[config.mk]
export PLATFORM = sky130hd
export DESIGN_NAME = branch_hazard_ctrl
export DESIGN_NICKNAME = d
export VERILOG_FILES = /design/src/rtl/branch_hazard_ctrl.sv
export SDC_FILE = /design/constraint.sdc
export NUM_CORES = 1
export LEC_CHECK = 0
export BUFFER_PORTS_ARGS = -buffer_cell sky130_fd_sc_hd__buf_4
export CAP_MARGIN = 20
export CORE_MARGIN = 2
export CORE_UTILIZATION = 30
export CTS_CLUSTER_DIAMETER = 60
export DETAILED_ROUTE_END_ITERATION = 10
export PLACE_DENSITY_LB_ADDON = 0.15
export SETUP_SLACK_MARGIN = 0.02
export SYNTH_ARGS = -nofsm -noshare
export SYNTH_HDL_FRONTEND = slang
export SYNTH_SLANG_ARGS = --single-unit
[constraint.sdc]
create_clock -name clk -period 6.1 [get_ports clk]
set_input_delay 0.305 -clock clk [delete_from_list [all_inputs] [get_ports clk]]
set_output_delay 0.305 -clock clk [all_outputs]
set_load 0.01 [all_outputs]
[src/rtl/branch_hazard_ctrl.sv]
// ID-stage branch hazard controller: one-cycle load-use stall for branch operands,
// taken-branch redirect/flush, and saturating stall/taken counters for debug.
module branch_hazard_ctrl #(
  parameter int CNT_W = 16
) (
  input  logic             clk,
  input  logic             reset,
  input  logic             if_id_branch,
  input  logic [4:0]       if_id_rs,
  input  logic [4:0]       if_id_rt,
  input  logic [4:0]       id_ex_rd,
  input  logic             id_ex_mem_read,
  input  logic             equal_in,
  input  logic             ext_hold,
  output logic             pc_write,
  output logic             if_id_write,
  output logic             id_ex_bubble,
  output logic             if_id_flush,
  output logic             pc_src,
  output logic [CNT_W-1:0] stall_cnt,
  output logic [CNT_W-1:0] taken_cnt
);

  // state      | meaning
  // IDLE       | normal flow, hazard check active
  // LOAD_STALL | bubble issued, load now in MEM, branch resolves this cycle
  localparam logic [1:0] IDLE       = 2'b00;
  localparam logic [1:0] LOAD_STALL = 2'b01;

  localparam logic [CNT_W-1:0] CNT_MAX = '1;

  logic [1:0] state, state_nxt;
  logic       hazard, taken, stall_inc, taken_inc;

  assign hazard = if_id_branch & id_ex_mem_read & (id_ex_rd != 5'd0) &
                  ((id_ex_rd == if_id_rs) | (id_ex_rd == if_id_rt));
  assign taken  = if_id_branch & equal_in;

  always_comb begin
    pc_write     = 1'b0;
    if_id_write  = 1'b0;
    id_ex_bubble = 1'b0;
    if_id_flush  = 1'b0;
    pc_src       = 1'b0;
    state_nxt    = state;
    stall_inc    = 1'b0;
    taken_inc    = 1'b0;
    if (reset) begin
      id_ex_bubble = 1'b1;
      if_id_flush  = 1'b1;
      state_nxt    = IDLE;
    end else if (!ext_hold) begin
      case (state)
        LOAD_STALL: begin
          pc_write    = 1'b1;
          if_id_write = 1'b1;
          pc_src      = taken;
          if_id_flush = taken;
          taken_inc   = taken;
          state_nxt   = IDLE;
        end
        // IDLE and any undefined encoding behave as IDLE, which also recovers the state
        default: begin
          if (hazard) begin
            id_ex_bubble = 1'b1;
            stall_inc    = 1'b1;
            state_nxt    = LOAD_STALL;
          end else begin
            pc_write    = 1'b1;
            if_id_write = 1'b1;
            pc_src      = taken;
            if_id_flush = taken;
            taken_inc   = taken;
            state_nxt   = IDLE;
          end
        end
      endcase
    end
  end

  always_ff @(posedge clk) begin
    if (reset) begin
      state     <= IDLE;
      stall_cnt <= '0;
      taken_cnt <= '0;
    end else begin
      state <= state_nxt;
      if (stall_inc && (stall_cnt != CNT_MAX)) stall_cnt <= stall_cnt + CNT_W'(1);
      if (taken_inc && (taken_cnt != CNT_MAX)) taken_cnt <= taken_cnt + CNT_W'(1);
    end
  end

endmodule

# Yosys cells after proc, flatten, opt, wreduce, memory -nomap -nowiden
# Cells that the tools add are included.
# classes
addsub	2
multipliers	0
div	0
magnitude_cmp	0
eq_ne	5
shifts	0
mux	16
bitwise	5
n_reduce_logical	3
# op_table
operator	count
16-bit by 1-bit adder with 16-bit output, second input constant	2
16-bit != test, second input constant	2
1-bit two-way mux	16
5-bit == test	2
5-bit nonzero test	1
1-bit AND	4
2-bit by 1-bit == test with 1-bit output, second input constant	1
1-bit logical AND	2
1-bit OR	1
# totals
ff_bits	34
latch_bits	0
ram_bits	0
romBits	0
inputBits	21
elab_cells	34
memories	0

# Longest topological paths before layout
# Gate-level depths: netlist of run 1.
# depth
depth_word	8
depth_mapped	10

# Worst setup path before layout of run 1
# OpenSTA, ideal clock, no wires.
# synth_path
path_type	flip-flop to flip-flop
from	reg taken_cnt[0]
to	reg taken_cnt[2]
setup_time_ps	70
arrival_time_ps	2043
required_time_ps	6030
slack_ps	3987
stages_incl_launch_ff	11
path_buffers	3
synth_period_minus_slack_ps	2113
path_cell_list	dfxtp_1 > ha_1 > nand3_1 > or2_1 > clkbuf_1 > or3_1 > o211ai_2 > buf_4 > buf_4 > o21ai_0 > a21oi_1
# synth_via
elab_chain_len	2
# synth_rtl
element	line_no	rtl
from (decl)	21	output logic [CNT_W-1:0] taken_cnt
from (signal assigned)	89	if (taken_inc && (taken_cnt != CNT_MAX)) taken_cnt <= taken_cnt + CNT_W'(1);
branches (longest 2 deep; another with 16-bit by 1-bit adder with 16-bit output)	-	
# Several ways; the timed one is not identified.
# A chain may end at the register's enable or synchronous reset.

# Final worst setup path of run 1
# layout_path
from	reg taken_cnt[0]
to	reg taken_cnt[9]
# The elaborated chain is that of the path after synthesis.

==> results by group, run 1 <==
Outcome
  – Run status: completed

Clocking
  – TritonCTS clock tree: built
  – Root buffer cell: sky130_fd_sc_hd__clkbuf_8
  – Clock Latency Late Sink: 0.29 ns
  – Clock edge transition at the registers on the reported setup and hold paths: 0.07 ns
  – CTS buffer count: 5
  – Post-CTS Hold Buffers: 0
  – Resized Gates After CTS: 0
  – Number of H-tree branching levels: 2
  – Clock sink count: 33
  – Maximum number of buffers from clock root to sink: 2
  – Post-CTS setup buffers: 0

GRT
  – GR Util met1: 0.1781
  – GR Util All Layers: 0.1402
  – Total congestion overflow: 0
  – Vias in the first global route: 1652
  – Maximum number of pins on one net before global-route repair: 43
  – Global-route met3 utilization: 0.03370
  – Grt peak-use layer: met2
  – First-pass GRT wire length: 7389 um
  – Antenna violations before repair: 0
  – Global routing met2 resource utilization: 0.2282

Synthesis
  – Fraction of the yosys area taken by sequential cells: 0.3592
  – Net count of the mapped netlist: 245
  – Library cell with the largest summed area after synthesis: sky130_fd_sc_hd__dfxtp_1
  – Share of synthesized area spent on multiplexers: 0.03537
  – Cell Area, Synth: 1839 um^2
  – Largest family of logic cells by synthesized area: simple AND/OR/NAND/NOR gates
  – Number of library cell types mapped by synthesis: 40
  – Average footprint of a synthesized cell: 8.285 um^2
  – Simple-gate area share of the yosys netlist: 0.3279
  – Count of flip-flops with a built-in enable after synthesis: 0
  – Biggest area contributors in the synthesized netlist: sky130_fd_sc_hd__dfxtp_1, sky130_fd_sc_hd__xor2_1, sky130_fd_sc_hd__a21oi_1
  – Instance count of the mapped netlist: 222
  – Asr flop ratio synth: 0
  – Xor and xnor area share after synthesis: 0.06667
  – Area fraction in compound gates after synthesis: 0.1537
  – Post-Synth Adder-Cell Area: 0.01361
  – Post-synthesis register bit count: 33
  – Yosys warning total: 0
  – Top FF cell, synth: sky130_fd_sc_hd__dfxtp_1
  – Area share of the largest cell type after synthesis: 0.3592

Worst setup path
  – Data arrival time at the worst-slack endpoint: 2.42 ns
  – Cell with the largest stage delay on the worst path: sky130_fd_sc_hd__or4_1
  – Start-to-end type of the worst setup path: flip-flop to flip-flop
  – Delay of the slowest cell on the worst path: 0.53 ns
  – Sort of element at the start of the critical path: flip-flop
  – CP startpoint: taken_cnt[0]
  – Crit path buf inv count: 0
  – Cell breakdown of the critical path: ha_1, nand3_1, or2_1, or3_1, o211ai_2, or4_1, a21oi_1
  – Critical path depth: 7
  – Required time of the critical path: 6.31 ns
  – Family with the most delay on the worst path: simple AND/OR/NAND/NOR gates
  – Crit Reg-Reg Endpoint: taken_cnt[9]
  – Minimum setup slack among reg-to-reg paths: 3.88 ns
  – Source of the worst register-to-register timing path: taken_cnt[0]
  – Max Fanout on Critical Path: 24
  – Cells on worst reg2reg path: 7
  – Type of element capturing the critical path: flip-flop

Timing
  – Slew Viols, Final: 0
  – Fmax: 0.4510 GHz
  – Final critical path time including I/O delays and setup: 2.217 ns
  – Sum of negative setup slack: 0 ns
  – Count of endpoints failing setup in the final report: 0
  – Post-route clock skew: 0.01142 ns
  – Final Hold Fails: 0
  – Unrepaired setup endpoints after global routing: false
  – Slew at the pin closest to its max-slew limit: 0.8102 ns
  – Worst rel slew slack: 0.4583
  – Period Utilization, post-route: 0.3635

Finish
  – Post-Route Utilization: 0.4036
  – Non-Filler Instances: 352
  – Multi-input gate area: 1099 um^2
  – Final std cell area, no fill: 2390 um^2
  – Number of fill cells in the layout: 624
  – Register area: 660.6 um^2
  – Most common library cell in the layout ignoring fill and taps: sky130_fd_sc_hd__buf_4
  – Number of nets in the layout: 299
  – Commonest cells after routing, fill and taps aside: sky130_fd_sc_hd__buf_4, sky130_fd_sc_hd__dfxtp_1, sky130_fd_sc_hd__a21oi_1, sky130_fd_sc_hd__nor2_1
  – Area delta synth->final: 29.93%
  – Fraction of final layout cells with drive strength greater than 1: 0.2960
  – Diodes inserted: 0

Min path
  – Hold crit path type: primary input to flip-flop
  – Endpoint of the worst hold-timing path: state[0]
  – Hold path startpoint: ext_hold
  – Cells on Worst Hold Path: 3

Power and ir drop
  – Clock share of power: 0.394
  – Power share of the combinational group: 0.084
  – Lkg Pwr: 0.0008675 uW
  – Peak supply drop: 0.09510 mV
  – Switching power of the nets: 103.4 uW
  – Switching Share: 0.2490
  – Internal portion of total power: 311.9 uW
  – Power density over cell area: 173.8 nW/um^2
  – Sequential group share of total power: 0.522

Floorplanning
  – Die Height: 82.30 um
  – CORE AREA: 5921 um^2
  – Horizontal extent of the die: 82.30 um
  – Die ar.: 6773 um^2
  – Number of top-level design ports: 58
  – Initial core utilization: 0.3107
  – Number of cell rows: 28

Detailed routing
  – Post-DR wirelength/cell: 12.86 um
  – Vias/cell: 5.145
  – DR vias: 1811
  – DRC violation count after routing: 0
  – Initial DRT Pass Iterations: 4
  – Initial detailed-routing violation count: 112
  – Total Routed Length: 4525 um
  – Antenna-violating nets left: 0

Placed design
  – Weighted congestion reported at the end of routability-driven placement: 0.7406
  – # port buffers: 57
  – Cell count after placement: 344
  – Post-detailed-placement cell area: 2303 um^2
  – Detail Placement HPWL: 3289 um

Run
  – Number of max-capacitance violations reported: 0
[stage by stage]
step           hold slack (ns)  setup WS (ns)  total power (uW)
3_5_place_dp            0.4488          3.706             257.2
3_3_place_gp            0.4446          3.788             256.9
6_report                0.3009          3.883             415.3
2_1_floorplan           0.4363          3.987             238.7
5_1_grt                 0.3284          3.642             433.0
4_1_cts                 0.2942          3.892             422.2
[metal layers]
metal / vias up / wire length [um] / share of wire
met5: - / 0 / 0
met4: 0 / 55 / 0.012
met3: 4 / 238 / 0.053
met2: 41 / 2095 / 0.46
met1: 830 / 2136 / 0.47
li1: 936 / - / -
[Yosys cell counts (2+ instances only)]
cell type / instances
sky130_fd_sc_hd__a21oi_1: 20
sky130_fd_sc_hd__mux2_2: 4
sky130_fd_sc_hd__ha_1: 2
sky130_fd_sc_hd__xor2_1: 13
sky130_fd_sc_hd__and3_1: 2
sky130_fd_sc_hd__or4_1: 10
sky130_fd_sc_hd__inv_1: 6
sky130_fd_sc_hd__nand2_1: 9
sky130_fd_sc_hd__nand3b_1: 3
sky130_fd_sc_hd__and4_1: 2
sky130_fd_sc_hd__clkbuf_1: 5
sky130_fd_sc_hd__nand2b_1: 2
sky130_fd_sc_hd__nor4_1: 5
sky130_fd_sc_hd__nor3_1: 6
sky130_fd_sc_hd__nor2_1: 17
sky130_fd_sc_hd__nand3_1: 14
sky130_fd_sc_hd__nand4_1: 8
sky130_fd_sc_hd__or2_2: 4
sky130_fd_sc_hd__mux2i_1: 2
sky130_fd_sc_hd__o21ai_0: 14
sky130_fd_sc_hd__nor2b_1: 3
sky130_fd_sc_hd__dfxtp_1: 33
sky130_fd_sc_hd__buf_4: 3
sky130_fd_sc_hd__or3_1: 12
sky130_fd_sc_hd__o31ai_1: 8
[cells by family (layout without fill, tap and decap cells)]
kind of cell / Yosys count / count (layout)
AND/OR/NAND/NOR: 104 / 104
AO/OA/AOI/OAI: 47 / 47
flip-flops: 33 / 33
buffers and inverters: 16 / 71
XOR/XNOR: 14 / 14
multiplexers: 6 / 6
adder cells (fa/ha/maj): 2 / 2
[power groups by stage]
stage                     combinational [uW]  sequential, uW  clock (uW)
after floorplan                         16.9             222           0
after global placement                  35.2             222           0
after detailed placement                35.4             222           0
after CTS                               35.6             217         170
after global routing                    38.9             217         177
final                                   34.9             217         164
[layout make-up]
type | count | share of cell area
Inverter | 6 | 0.009424
Multi-Input combinational cell | 173 | 0.4597
Sequential cell | 33 | 0.2764
Clock buffer | 5 | 0.02880
Tap cell | 75 | 0.03927
Clock inverter | 3 | 0.007330
Timing Repair Buffer | 57 | 0.1791
[registers in the layout (all words and copies together), names as in the netlist]
name / count
stall_cnt: 16
state: 1
taken_cnt: 16
[tightest hold or removal path, stage by stage]
cell	delay, ns
sky130_fd_sc_hd__buf_4	0.12
sky130_fd_sc_hd__nand2_1	0.06
sky130_fd_sc_hd__a21oi_1	0.05
[how the worst max path moves through the flow]
stage,slack (ns),endpoint
global placement,3.79,taken_cnt[5]
global route,3.64,taken_cnt[4]
CTS,3.89,stall_cnt[1]
detailed placement,3.71,taken_cnt[9]
floorplan,3.99,taken_cnt[2]
finish,3.88,taken_cnt[9]
Power figures use the tool's default switching activity.
==> inputs of run 2 (changes only) <==
- clock period: 6.1 -> 1.84 ns (I/O delays scaled with it)
==> run 2 against run 1 <==
Compared with the run above: the flow now finishes with violations (negative setup slack); fmax grew 19%; die area is the same; routed wire length grew 21%; register-to-register slack lost 3.9 ns; core utilization grew 12 points; worst setup slack lost 3.9 ns; highest routed layer unchanged.
==> results by group, run 2 (synthesized netlist as in run 1, its figures left out) <==
Outcome
  – Run status: finished, violations left
  – Violated checks: negative setup slack

Worst setup path
  – Max Fanout on Critical Path: 4
  – Cells on worst reg2reg path: 7
  – Start-to-end type of the worst setup path: flip-flop to flip-flop
  – Cell with the largest stage delay on the worst path: sky130_fd_sc_hd__or4_4
  – Crit Reg-Reg Endpoint: stall_cnt[6]
  – Minimum setup slack among reg-to-reg paths: -0.02 ns
  – Required time of the critical path: 2.05 ns
  – Source of the worst register-to-register timing path: stall_cnt[6]
  – Type of element capturing the critical path: flip-flop
  – Delay of the slowest cell on the worst path: 0.55 ns
  – Sort of element at the start of the critical path: flip-flop
  – Cell breakdown of the critical path: and4_4, nand3_4, nor2_2, or4_4, buf_6, or3_1, a21oi_2
  – Data arrival time at the worst-slack endpoint: 2.07 ns

Timing
  – Count of endpoints failing setup in the final report: 7
  – Worst rel slew slack: 0.6494
  – Period Utilization, post-route: 1.012
  – Post-route clock skew: 0.009265 ns
  – Hold slack: 0.07963 ns
  – PnR worst setup slack: -0.02178 ns
  – Final Hold Fails: 0
  – Slew Viols, Final: 0
  – Slew at the pin closest to its max-slew limit: 0.5220 ns
  – Unrepaired setup endpoints after global routing: true
  – Final critical path time including I/O delays and setup: 1.862 ns
  – Fmax: 0.5371 GHz

Clocking
  – Number of H-tree branching levels: 2
  – TritonCTS clock tree: built
  – CTS buffer count: 5
  – Root buffer cell: sky130_fd_sc_hd__clkbuf_8
  – Maximum number of buffers from clock root to sink: 2
  – Clock Latency Late Sink: 0.29 ns
  – Clock edge transition at the registers on the reported setup and hold paths: 0.07 ns
  – Clock sink count: 33

Detailed routing
  – Antenna-violating nets left: 0
  – Vias/cell: 5.032
  – Total Routed Length: 5493 um
  – Initial DRT Pass Iterations: 4
  – DRC violation count after routing: 0
  – DR vias: 2043
  – Initial detailed-routing violation count: 55
  – Post-DR wirelength/cell: 13.53 um

GRT
  – GR Util All Layers: 0.1504
  – Maximum number of pins on one net before global-route repair: 39
  – Vias in the first global route: 1806
  – Antenna violations before repair: 0
  – First-pass GRT wire length: 7941 um
  – Total congestion overflow: 0

Min path
  – Endpoint of the worst hold-timing path: state[0]
  – Hold crit path type: primary input to flip-flop
  – Cells on Worst Hold Path: 3
  – Hold path startpoint: ext_hold

Finish
  – Top Registers: stall_cnt (16), taken_cnt (16), state (1)
  – Fraction of final layout cells with drive strength greater than 1: 0.5408
  – Most common library cell in the layout ignoring fill and taps: sky130_fd_sc_hd__buf_4
  – Area delta synth->final: 68.37%
  – Commonest cells after routing, fill and taps aside: sky130_fd_sc_hd__buf_4, sky130_fd_sc_hd__dfxtp_1, sky130_fd_sc_hd__a21oi_1, sky130_fd_sc_hd__nor2_1, sky130_fd_sc_hd__xor2_1
  – Final std cell area, no fill: 3097 um^2
  – Number of nets in the layout: 354
  – Diodes inserted: 0

Power and ir drop
  – Lkg Pwr: 0.001228 uW
  – Power density over cell area: 461.1 nW/um^2
  – Peak supply drop: 0.2568 mV

Floorplanning
  – Number of top-level design ports: 58
  – Number of cell rows: 28
  – Horizontal extent of the die: 82.30 um
  – CORE AREA: 5921 um^2
  – Die ar.: 6773 um^2
  – Die Height: 82.30 um
  – Initial core utilization: 0.3107

Run
  – Number of max-capacitance violations reported: 0

Placed design
  – Weighted congestion reported at the end of routability-driven placement: 0.8165
  – # port buffers: 57
  – Detail Placement HPWL: 3751 um
  – Post-detailed-placement cell area: 2709 um^2
run 2: cell count changes in the layout (fill, tap and decap cells not counted), sizes merged:
| cell | delta |
|---|---|
| buf | +53 |
| clkinv | -2 |
| dlygate4sd3 | +1 |
| clkinvlp | -1 |
| clkbuf | +3 |
run 2: routing by layer:
metal	up-vias	GRT usage	routed length [um]
met5	-	0	0
met4	0	0.05000	66
met3	6	0.03152	314
met2	49	0.2565	2657
met1	956	0.1878	2454
li1	1032	-	-
run 2: final cells by class:
| cell class | instances | area [um^2] |
|---|---|---|
| Fill cell | 584 | 2824 |
| Multi-Input combinational cell | 173 | 1314 |
| Timing Repair Buffer | 112 | 895.9 |
| Sequential cell | 33 | 684.4 |
| Tap cell | 75 | 93.84 |
| Clock buffer | 7 | 86.33 |
| Inverter | 6 | 22.52 |
run 2: worst max-delay path by stage:
stage	start	cells past startpoint	to	slack, ns
2_1_floorplan	taken_cnt[0]	10	taken_cnt[2]	-0.06
3_3_place_gp	id_ex_rd[2]	7	stall_cnt[14]	-0.17
3_5_place_dp	id_ex_rd[2]	7	stall_cnt[14]	-0.19
4_1_cts	state[0]	7	stall_cnt[6]	-0.1
5_1_grt	stall_cnt[6]	7	stall_cnt[6]	-0.09
6_report	stall_cnt[6]	7	stall_cnt[6]	-0.02
run 2: critical path: cells and delay by family, from the launching register on:
kind | cells | cell delay, ns
and+or+nand+nor | 5 | 1.20
DFF | 1 | 0.32
buffers and inverters | 1 | 0.15
AOI/OAI and AO/OA | 1 | 0.12
run 2: where the power goes:
| group | total, uW | internal, uW | switching, uW |
|---|---|---|---|
| clock network | 554 | 297 | 257 |
| registers | 715 | 713 | 2.01 |
| logic | 159 | 83.1 | 76.1 |
| total | 1430 | 1090 | 335 |
run 2: repair_timing:
action	in CTS	in global routing
buffers inserted	8	3
resized for setup	9	38
hold buffers	1	0
hold endpoints to repair	1	0
gates cloned	0	2
setup endpoints to repair	18	27
pin swaps	6	17
run 2: metrics by stage:
step / setup TNS, ns / util / worst slack (ns) / std cells / total power [uW]
4_1_cts: -0.4246 / 0.4873 / -0.09750 / 401 / 1429
3_3_place_gp: -1.886 / 0.4575 / -0.1715 / 386 / 867.7
5_1_grt: -0.7762 / 0.5230 / -0.08550 / 406 / 1486
3_5_place_dp: -2.760 / 0.4575 / -0.1928 / 386 / 868.0
6_report: -0.08730 / 0.5230 / -0.02178 / 406 / 1428
2_1_floorplan: -0.2483 / - / -0.05663 / 222 / 790.3
